File: config.mk
export PLATFORM = sky130hd
export DESIGN_NAME = multicycle_control_unit
export DESIGN_NICKNAME = d
export VERILOG_FILES = /design/src/rtl/multicycle_control_unit.sv
export SDC_FILE = /design/constraint.sdc
export NUM_CORES = 1
export LEC_CHECK = 0
export CORE_MARGIN = 3
export CORE_UTILIZATION = 50
export DETAILED_ROUTE_END_ITERATION = 16
export MAX_ROUTING_LAYER = met4
export PLACE_DENSITY = 0.86
export SLEW_MARGIN = 10
export SYNTH_ARGS = -nofsm -noshare
export SYNTH_HDL_FRONTEND = slang
export SYNTH_SLANG_ARGS = --single-unit
export TNS_END_PERCENT = 5
File: constraint.sdc
create_clock -name CLK -period 2.4 [get_ports CLK]
set_input_delay 0.36 -clock CLK [delete_from_list [all_inputs] [get_ports CLK]]
set_output_delay 0.36 -clock CLK [all_outputs]
set_load 0.02 [all_outputs]
File: src/rtl/multicycle_control_unit.sv
// rtl/multicycle_control_unit.sv - multi-cycle CPU main control FSM (optional CTRL_MEM_WAIT_EN adds mem_ready stall in MEM)
module multicycle_control_unit #(
  parameter int CNT_W = 32
) (
  input  logic             CLK,
  input  logic             Reset,
  input  logic [5:0]       opcode,
  input  logic             zero,
  input  logic             sign,
`ifdef CTRL_MEM_WAIT_EN
  input  logic             mem_ready,
`endif
  output logic             PCWre,
  output logic [1:0]       PCSrc,
  output logic             IRWre,
  output logic             RegWre,
  output logic [1:0]       RegDst,
  output logic             WrRegDSrc,
  output logic             ALUSrcB,
  output logic             ExtSel,
  output logic [2:0]       ALUOp,
  output logic             mRD,
  output logic             mWR,
  output logic             DBDataSrc,
  output logic [3:0]       state,
  output logic             halted,
  output logic [CNT_W-1:0] instr_cnt
);

  typedef enum logic [3:0] {
    S_IF     = 4'b0000,
    S_ID     = 4'b0001,
    S_EXE_LS = 4'b0010,
    S_MEM    = 4'b0011,
    S_WB_LD  = 4'b0100,
    S_EXE_BR = 4'b0101,
    S_EXE_AL = 4'b0110,
    S_WB_AL  = 4'b0111,
    S_HALT   = 4'b1000
  } state_t;

  localparam logic [5:0] OP_ADD  = 6'b000000;
  localparam logic [5:0] OP_SUB  = 6'b000001;
  localparam logic [5:0] OP_ADDI = 6'b000010;
  localparam logic [5:0] OP_OR   = 6'b010000;
  localparam logic [5:0] OP_AND  = 6'b010001;
  localparam logic [5:0] OP_ORI  = 6'b010010;
  localparam logic [5:0] OP_SLT  = 6'b100110;
  localparam logic [5:0] OP_SW   = 6'b110000;
  localparam logic [5:0] OP_LW   = 6'b110001;
  localparam logic [5:0] OP_BEQ  = 6'b110100;
  localparam logic [5:0] OP_BLTZ = 6'b110110;
  localparam logic [5:0] OP_J    = 6'b111000;
  localparam logic [5:0] OP_JR   = 6'b111001;
  localparam logic [5:0] OP_JAL  = 6'b111010;
  localparam logic [5:0] OP_HALT = 6'b111111;

  state_t           r_state;
  state_t           w_next;
  logic [CNT_W-1:0] r_cnt;
  logic             w_mem_ready;
  logic             w_rtype;
  logic             w_imm_alu;
  logic             w_jump;
  logic             w_branch;
  logic             w_ldst;
  logic             w_known;
  logic             w_taken;

`ifdef CTRL_MEM_WAIT_EN
  assign w_mem_ready = mem_ready;
`else
  assign w_mem_ready = 1'b1;
`endif

  // Opcode class decode shared by next-state and strobe logic
  always_comb begin
    w_rtype   = (opcode == OP_ADD) || (opcode == OP_SUB) || (opcode == OP_OR) ||
                (opcode == OP_AND) || (opcode == OP_SLT);
    w_imm_alu = (opcode == OP_ADDI) || (opcode == OP_ORI);
    w_jump    = (opcode == OP_J) || (opcode == OP_JAL) || (opcode == OP_JR);
    w_branch  = (opcode == OP_BEQ) || (opcode == OP_BLTZ);
    w_ldst    = (opcode == OP_LW) || (opcode == OP_SW);
    w_known   = w_rtype || w_imm_alu || w_jump || w_branch || w_ldst || (opcode == OP_HALT);
    w_taken   = ((opcode == OP_BEQ) && zero) || ((opcode == OP_BLTZ) && sign);
  end

  // Next-state selection; undefined opcodes retire from ID as a NOP
  always_comb begin
    w_next = S_IF;
    unique case (r_state)
      S_IF:     w_next = S_ID;
      S_ID: begin
        if (opcode == OP_HALT)           w_next = S_HALT;
        else if (w_branch)               w_next = S_EXE_BR;
        else if (w_ldst)                 w_next = S_EXE_LS;
        else if (w_rtype || w_imm_alu)   w_next = S_EXE_AL;
        else                             w_next = S_IF;
      end
      S_EXE_AL: w_next = S_WB_AL;
      S_WB_AL:  w_next = S_IF;
      S_EXE_BR: w_next = S_IF;
      S_EXE_LS: w_next = S_MEM;
      S_MEM: begin
        if (!w_mem_ready)                w_next = S_MEM;
        else if (opcode == OP_LW)        w_next = S_WB_LD;
        else                             w_next = S_IF;
      end
      S_WB_LD:  w_next = S_IF;
      S_HALT:   w_next = S_HALT;
      default:  w_next = S_IF;
    endcase
  end

  // Datapath strobes from state+opcode; everything held at 0 while Reset is low
  always_comb begin
    PCWre     = 1'b0;
    PCSrc     = 2'b00;
    IRWre     = 1'b0;
    RegWre    = 1'b0;
    RegDst    = 2'b00;
    WrRegDSrc = 1'b0;
    ALUSrcB   = 1'b0;
    ExtSel    = 1'b0;
    ALUOp     = 3'b000;
    mRD       = 1'b0;
    mWR       = 1'b0;
    DBDataSrc = 1'b0;
    state     = 4'b0000;
    halted    = 1'b0;
    instr_cnt = '0;
    if (Reset) begin
      state     = r_state;
      halted    = (r_state == S_HALT);
      instr_cnt = r_cnt;
      IRWre     = (r_state == S_IF);
      PCWre     = ((r_state == S_ID) && (w_jump || !w_known)) ||
                  (r_state == S_EXE_BR) ||
                  ((r_state == S_MEM) && (opcode == OP_SW) && w_mem_ready) ||
                  (r_state == S_WB_AL) || (r_state == S_WB_LD);
      if (r_state == S_ID) begin
        if ((opcode == OP_J) || (opcode == OP_JAL)) PCSrc = 2'b11;
        else if (opcode == OP_JR)                   PCSrc = 2'b10;
      end else if ((r_state == S_EXE_BR) && w_taken) begin
        PCSrc = 2'b01;
      end
      RegWre    = (r_state == S_WB_AL) || (r_state == S_WB_LD) ||
                  ((r_state == S_ID) && (opcode == OP_JAL));
      if (w_rtype)                                             RegDst = 2'b10;
      else if (w_imm_alu || (opcode == OP_LW))                 RegDst = 2'b01;
      WrRegDSrc = (opcode != OP_JAL);
      ALUSrcB   = w_imm_alu || w_ldst;
      ExtSel    = (opcode != OP_ORI);
      unique case (opcode)
        OP_SUB, OP_BEQ, OP_BLTZ: ALUOp = 3'b001;
        OP_OR, OP_ORI:           ALUOp = 3'b011;
        OP_AND:                  ALUOp = 3'b100;
        OP_SLT:                  ALUOp = 3'b110;
        default:                 ALUOp = 3'b000;
      endcase
      mRD       = (r_state == S_MEM) && (opcode == OP_LW);
      mWR       = (r_state == S_MEM) && (opcode == OP_SW);
      DBDataSrc = ((r_state == S_MEM) || (r_state == S_WB_LD)) && (opcode == OP_LW);
    end
  end

  // State register and retired-instruction counter
  always_ff @(posedge CLK) begin
    if (!Reset) begin
      r_state <= S_IF;
      r_cnt   <= '0;
    end else begin
      r_state <= w_next;
      if (PCWre) r_cnt <= r_cnt + CNT_W'(1);
    end
  end

endmodule

# After elaboration in Yosys (flattened, before gate mapping)
# Index checks and enable logic that the tools add are counted.
# Widths: inputs -> output; s select.
# word_totals
register_bits	36
inputBits	10
out_inout_bits	53
# classes
addsub	1
eq_ne	24
mux	28
n_reduce_logical	38
# op_table
operator	n
$eq 6x6->1 const B	9
$add 32x1->32 const B	1
$mux 32	1
$logic_or 1x1->1	25
$pmux 4 s6	1
$eq 6x5->1 const B	3
$eq 4x3->1 const B	4
$mux 3	5
$mux 1	12
$mux 2	6
$pmux 3 s4	1
$eq 4x2->1 const B	2
$logic_and 1x1->1	8
$mux 4	2
$eq 6x1->1 const B	1
$eq 6x2->1 const B	1
$logic_not 6->1	1
$ne 6x5->1 const B	1
$ne 6x6->1 const B	1
$eq 4x1->1 const B	1
$eq 4x4->1 const B	1
$logic_not 4->1	1
$reduce_or 3->1	1
$reduce_or 2->1	1
$logic_not 1->1	1

# Logic depth before layout (Yosys ltp)
# logic_depth
word_depth	18
mapped_depth	9
mapped_depth_nobuf	6

# Worst setup path after synthesis
# OpenSTA, ideal clock, no wires.
# synth_timing
kind	flip-flop to output port
startpoint	reg r_state[1]
endpoint	out PCSrc[1]
t_arrival_ns	2.319
required_time_ns	2.040
slack_ns	-0.279
path_stages_with_launch	4
n_path_buf	1
cell_sequence	dfxtp_1 > clkbuf_1 > or4b_2 > a2111oi_0
# synth_via
elab_chain_len	3
# synth_rtl
item	line_no	source
from (decl)	58	state_t r_state;
from (signal assigned)	173	r_state <= w_next;
$eq 4x1->1	141	if (r_state == S_ID) begin
$mux 2	141	
$mux 2	132	if (Reset) begin
to (decl)	14	output logic [1:0] PCSrc,
# No other way between the ends.

# Worst setup path after layout
# layout_timing
startpoint	in opcode[2]
endpoint	reg r_cnt[16]
# layout_via
elab_chain_len	18
word_cells_on_any_way	38
cone_classes	14 x eq/ne; 1 x mux; 23 x reduce/logical
# layout_rtl
item	line_no	source
from (decl)	7	input logic [5:0] opcode,
$eq 6x1->1 or $logic_not 6->1 (tied branches)	78	w_rtype = (opcode == OP_ADD) || (opcode == OP_SUB) || (opcode == OP_OR) ||
$logic_or 1x1->1 (3 in a row)	78	
$logic_or 1x1->1	79	(opcode == OP_AND) || (opcode == OP_SLT);
$logic_or 1x1->1 (5 in a row)	84	w_known = w_rtype || w_imm_alu || w_jump || w_branch || w_ldst || (opcode == OP_HALT);
$logic_not 1->1	137	PCWre = ((r_state == S_ID) && (w_jump || !w_known)) ||
$logic_or 1x1->1	137	
$logic_and 1x1->1	137	
$logic_or 1x1->1	137	
$logic_or 1x1->1 *	138	(r_state == S_EXE_BR) ||
$logic_or 1x1->1 *	139	((r_state == S_MEM) && (opcode == OP_SW) && w_mem_ready) ||
$logic_or 1x1->1 *	140	(r_state == S_WB_AL) || (r_state == S_WB_LD);
$mux 1 *	132	
to (signal assigned)	174	if (PCWre) r_cnt <= r_cnt + CNT_W'(1);
to (decl)	60	logic [CNT_W-1:0] r_cnt;
# Every way passes the cells marked *; elsewhere a longest branch is shown, timed or not.
# A chain may end at the register's enable or synchronous reset.

==> results.sh <==
export IMPL_critPathCaptureType="flip-flop"
export IMPL_hp_start="r_cnt[19]$_SDFFE_PN0P_"
export IMPL_synth_ff_type="dfxtp_1"
export IMPL_path_class="input pin to flip-flop"
export IMPL_worst_r2r_setup_slack_ns=0.11
export IMPL_synth_area_mm2=0.00248
export IMPL_worst_pin_slew_ns=0.558
export IMPL_grt_overflow_total=0
export IMPL_synth_distinct_cells=51
export IMPL_finClkSkew_ns=0.0145
export IMPL_ys_seq_elements=36
export IMPL_final_cells=494
export IMPL_p_int_mw=0.955
export IMPL_final_area_mm2=0.00356
export IMPL_antenna_found_initial=0
export IMPL_hold_path_depth=2
export IMPL_rows=25
export IMPL_drv_cap=0
export IMPL_dp_hpwl_um=5430
export IMPL_ioPinCount=63
export IMPL_place_gp_congestion=0.961
export IMPL_viasPerCell=5.82
export IMPL_cts_root_buf="clkbuf_8"
export IMPL_setup_violations=0
export IMPL_cp_required_ns=2.62
export IMPL_routedWlPerCell_um=15.0
export IMPL_r2r_cells=8
export IMPL_cts_tree="yes"
export IMPL_tns_ns=0
export IMPL_fillers=381
export IMPL_nets=437
export IMPL_holdWs_ns=0.493
export IMPL_dieArea_mm2=0.00585
export IMPL_p_sw_mw=0.378
export IMPL_clk_pin_slew_worst_paths_ns=0.08
export IMPL_grt_pass1_wl_um=12400
export IMPL_fp_dieW_um=76.5
export IMPL_swShare_pct=28.4
export IMPL_start_util_pct=52.2
export IMPL_crit_arrival_ns=2.60
export IMPL_crit_path_start="opcode[2]"
export IMPL_io_buffers=62
export IMPL_period_minus_slack_ns=2.38
export IMPL_yosys_warnings=0
export IMPL_drt_total_wl_um=7390
export IMPL_place_inst=486
export IMPL_finalWorstSetupSlack_ns=0.0221
export IMPL_vias=2873
export IMPL_combPwrFrac_pct=19.9
export IMPL_critPathLaunchType="input pin"
export IMPL_finalPower_mw=1.33
export IMPL_syn_num_nets=344
export IMPL_hold_buffers=0
export IMPL_die_y_um=76.5
export IMPL_cts_max_path_buffers=2
export IMPL_post_route_util_pct=74.8
export IMPL_finalCritPeriodShare_pct=99.1
export IMPL_syn_inst=333
export IMPL_cts_buffers=5
export IMPL_post_cts_setup_buffer_count=0
export IMPL_timing_rr_end="r_cnt[16]$_SDFFE_PN0P_"
export IMPL_core_mm2=0.00475
export IMPL_avgSynthCellArea_um2=7.46
export IMPL_cellLeakagePower_nw=1.41
export IMPL_htreeDepth=2
export IMPL_grt_start_max_net_pins=31
export IMPL_track_usage_pct=26.2
export IMPL_dp_slack_ns=-0.475
export IMPL_worstHoldEndpoint="r_cnt[19]$_SDFFE_PN0P_"
export IMPL_postSynth_asyncResetShare_pct=0
export IMPL_crit_fanout=30
export IMPL_hold_class="flip-flop to flip-flop"
export IMPL_drc_errors=0
export IMPL_hold_viol=0
export IMPL_drt_pass1_iterations=5
export IMPL_ir_worst_vdd_uv=331
export IMPL_slew_viol_final=0
export IMPL_cts_sinks=36
export IMPL_synthTopCellsByArea="dfxtp_1 (29%), and2_1 (9.3%), a21oi_1 (5.2%), nor2_1 (4.7%), or3_1 (3.8%)"
export IMPL_synth_top_area_share_pct=29.0
export IMPL_n_antenna_cell=0
export IMPL_relSlewSlack_pct=62.8
export IMPL_power_density_mw_per_mm2=375
export IMPL_drive_gt1_share_pct=19.0
export IMPL_grt_pass1_vias=2647
export IMPL_max_freq_mhz=421
export IMPL_syn_to_final_growth_pct=43.2
export IMPL_clock_latency_ns=0.29
export IMPL_synth_area_leader_cell="dfxtp_1"
export IMPL_yosysSeqAreaShare_pct=29.0
export IMPL_ant_nets=0
export IMPL_seqPwrFrac_pct=45.9
export IMPL_place_area_mm2=0.00346
export IMPL_rsz0062_at_grt="true"
export IMPL_drt_iter0_markers=206
export IMPL_r2r_start="r_state[3]$_SDFF_PN0_"
export IMPL_clkPwrFrac_pct=34.2
export IMPL_synth_edf_count=0
export IMPL_status="completed"
layer usage:
layer | GRT usage, % | vias up | routed length [µm]
met4 | 10.9 | 0 | 232
li1 | - | 1400 | -
met3 | 4.49 | 23 | 475
met5 | - | - | 0
met2 | 39.6 | 137 | 3370
met1 | 34.6 | 1313 | 3310
cell families after synthesis:
logic type / Yosys count / share of synthesized area [%]
AO/OA/AOI/OAI: 70 / 17.3
AND/OR/NAND/NOR: 186 / 42.7
buffers and inverters: 26 / 4.53
flip-flops: 36 / 29.0
adder cells (fa/ha/maj): 1 / 0.504
XOR/XNOR: 3 / 1.06
multiplexers: 11 / 4.94
cells in the mapped netlist, types with 7 or more instances:
library cell,number
or3_1,15
dfxtp_1,36
or4_1,8
nor3_1,12
a21oi_1,26
clkbuf_1,16
nand2_1,22
nand2b_1,9
and3_1,7
o21ai_0,16
and2_1,37
nand4_1,11
nor2_1,31
nand3_1,13
a31oi_1,7
worst max-delay path by stage:
stage	to	slack, ns	depth (start not counted)
final	r_cnt[16]$_SDFFE_PN0P_	0.02	9
after global routing	r_cnt[10]$_SDFFE_PN0P_	-0.06	9
after CTS	PCSrc[1]	-0.009	3
after detailed placement	PCWre	-0.47	7
after global placement	PCWre	-0.41	7
after floorplan	PCSrc[0]	0.16	5
layout by cell type, fill, tap and decap left out, drive strengths merged, types with 2 or more instances in the layout:
master and n:
nor4 3, xor2 2, nand4b 2, nand4 11
o21a 4, nand2 22, dfxtp 36, and2 37
nor3 13, dlygate4sd2 14, dlymetal6s2s 6, clkbuf 11
nand2b 9, and3 7, clkdlybuf4s50 35, o21ai 16
nor2 31, or4 8, or4b 2, o22ai 2
o31ai 6, inv 3, nor2b 5, a21oi 26
mux2 10, or3 15, buf 50, a31oi 7
nand3 14
sequential cells by signal (all words and copies together), names as in the netlist:
name     count
r_cnt       32
r_state      4
power groups by stage:
stage                     Clock, mW  Combinational [mW]  Sequential [mW]
after global routing          0.486               0.287            0.613
after detailed placement          0               0.263            0.626
final                         0.457               0.265            0.612
after global placement            0               0.258            0.625
after CTS                     0.457               0.262            0.612
after floorplan                   0               0.143            0.624
worst max-delay path, stage by stage:
cell,delay [ns]
clkdlybuf4s50_1,0.41
and2b_2,0.23
nand3_2,0.09
o31a_1,0.29
o221a_4,0.26
buf_6,0.14
buf_12,0.16
or4_1,0.51
a21oi_1,0.14
cell type report:
class	count	area [µm²]	area share (%)
tap	67	83.8	2.36
timing repair buffer	109	961	27.0
multi-input combinational	271	1690	47.4
clock buffer	7	86.3	2.43
sequential	36	721	20.3
clock inverter	1	7.51	0.211
inverter	3	11.3	0.317
timing repair:
item,in CTS,in global routing
hold endpoints to repair,0,0
setup endpoints to repair,29,30
pin swaps,3,3
cloned,0,0
gates resized for setup,37,20
Note: power is estimated with default switching activity, not from simulation.
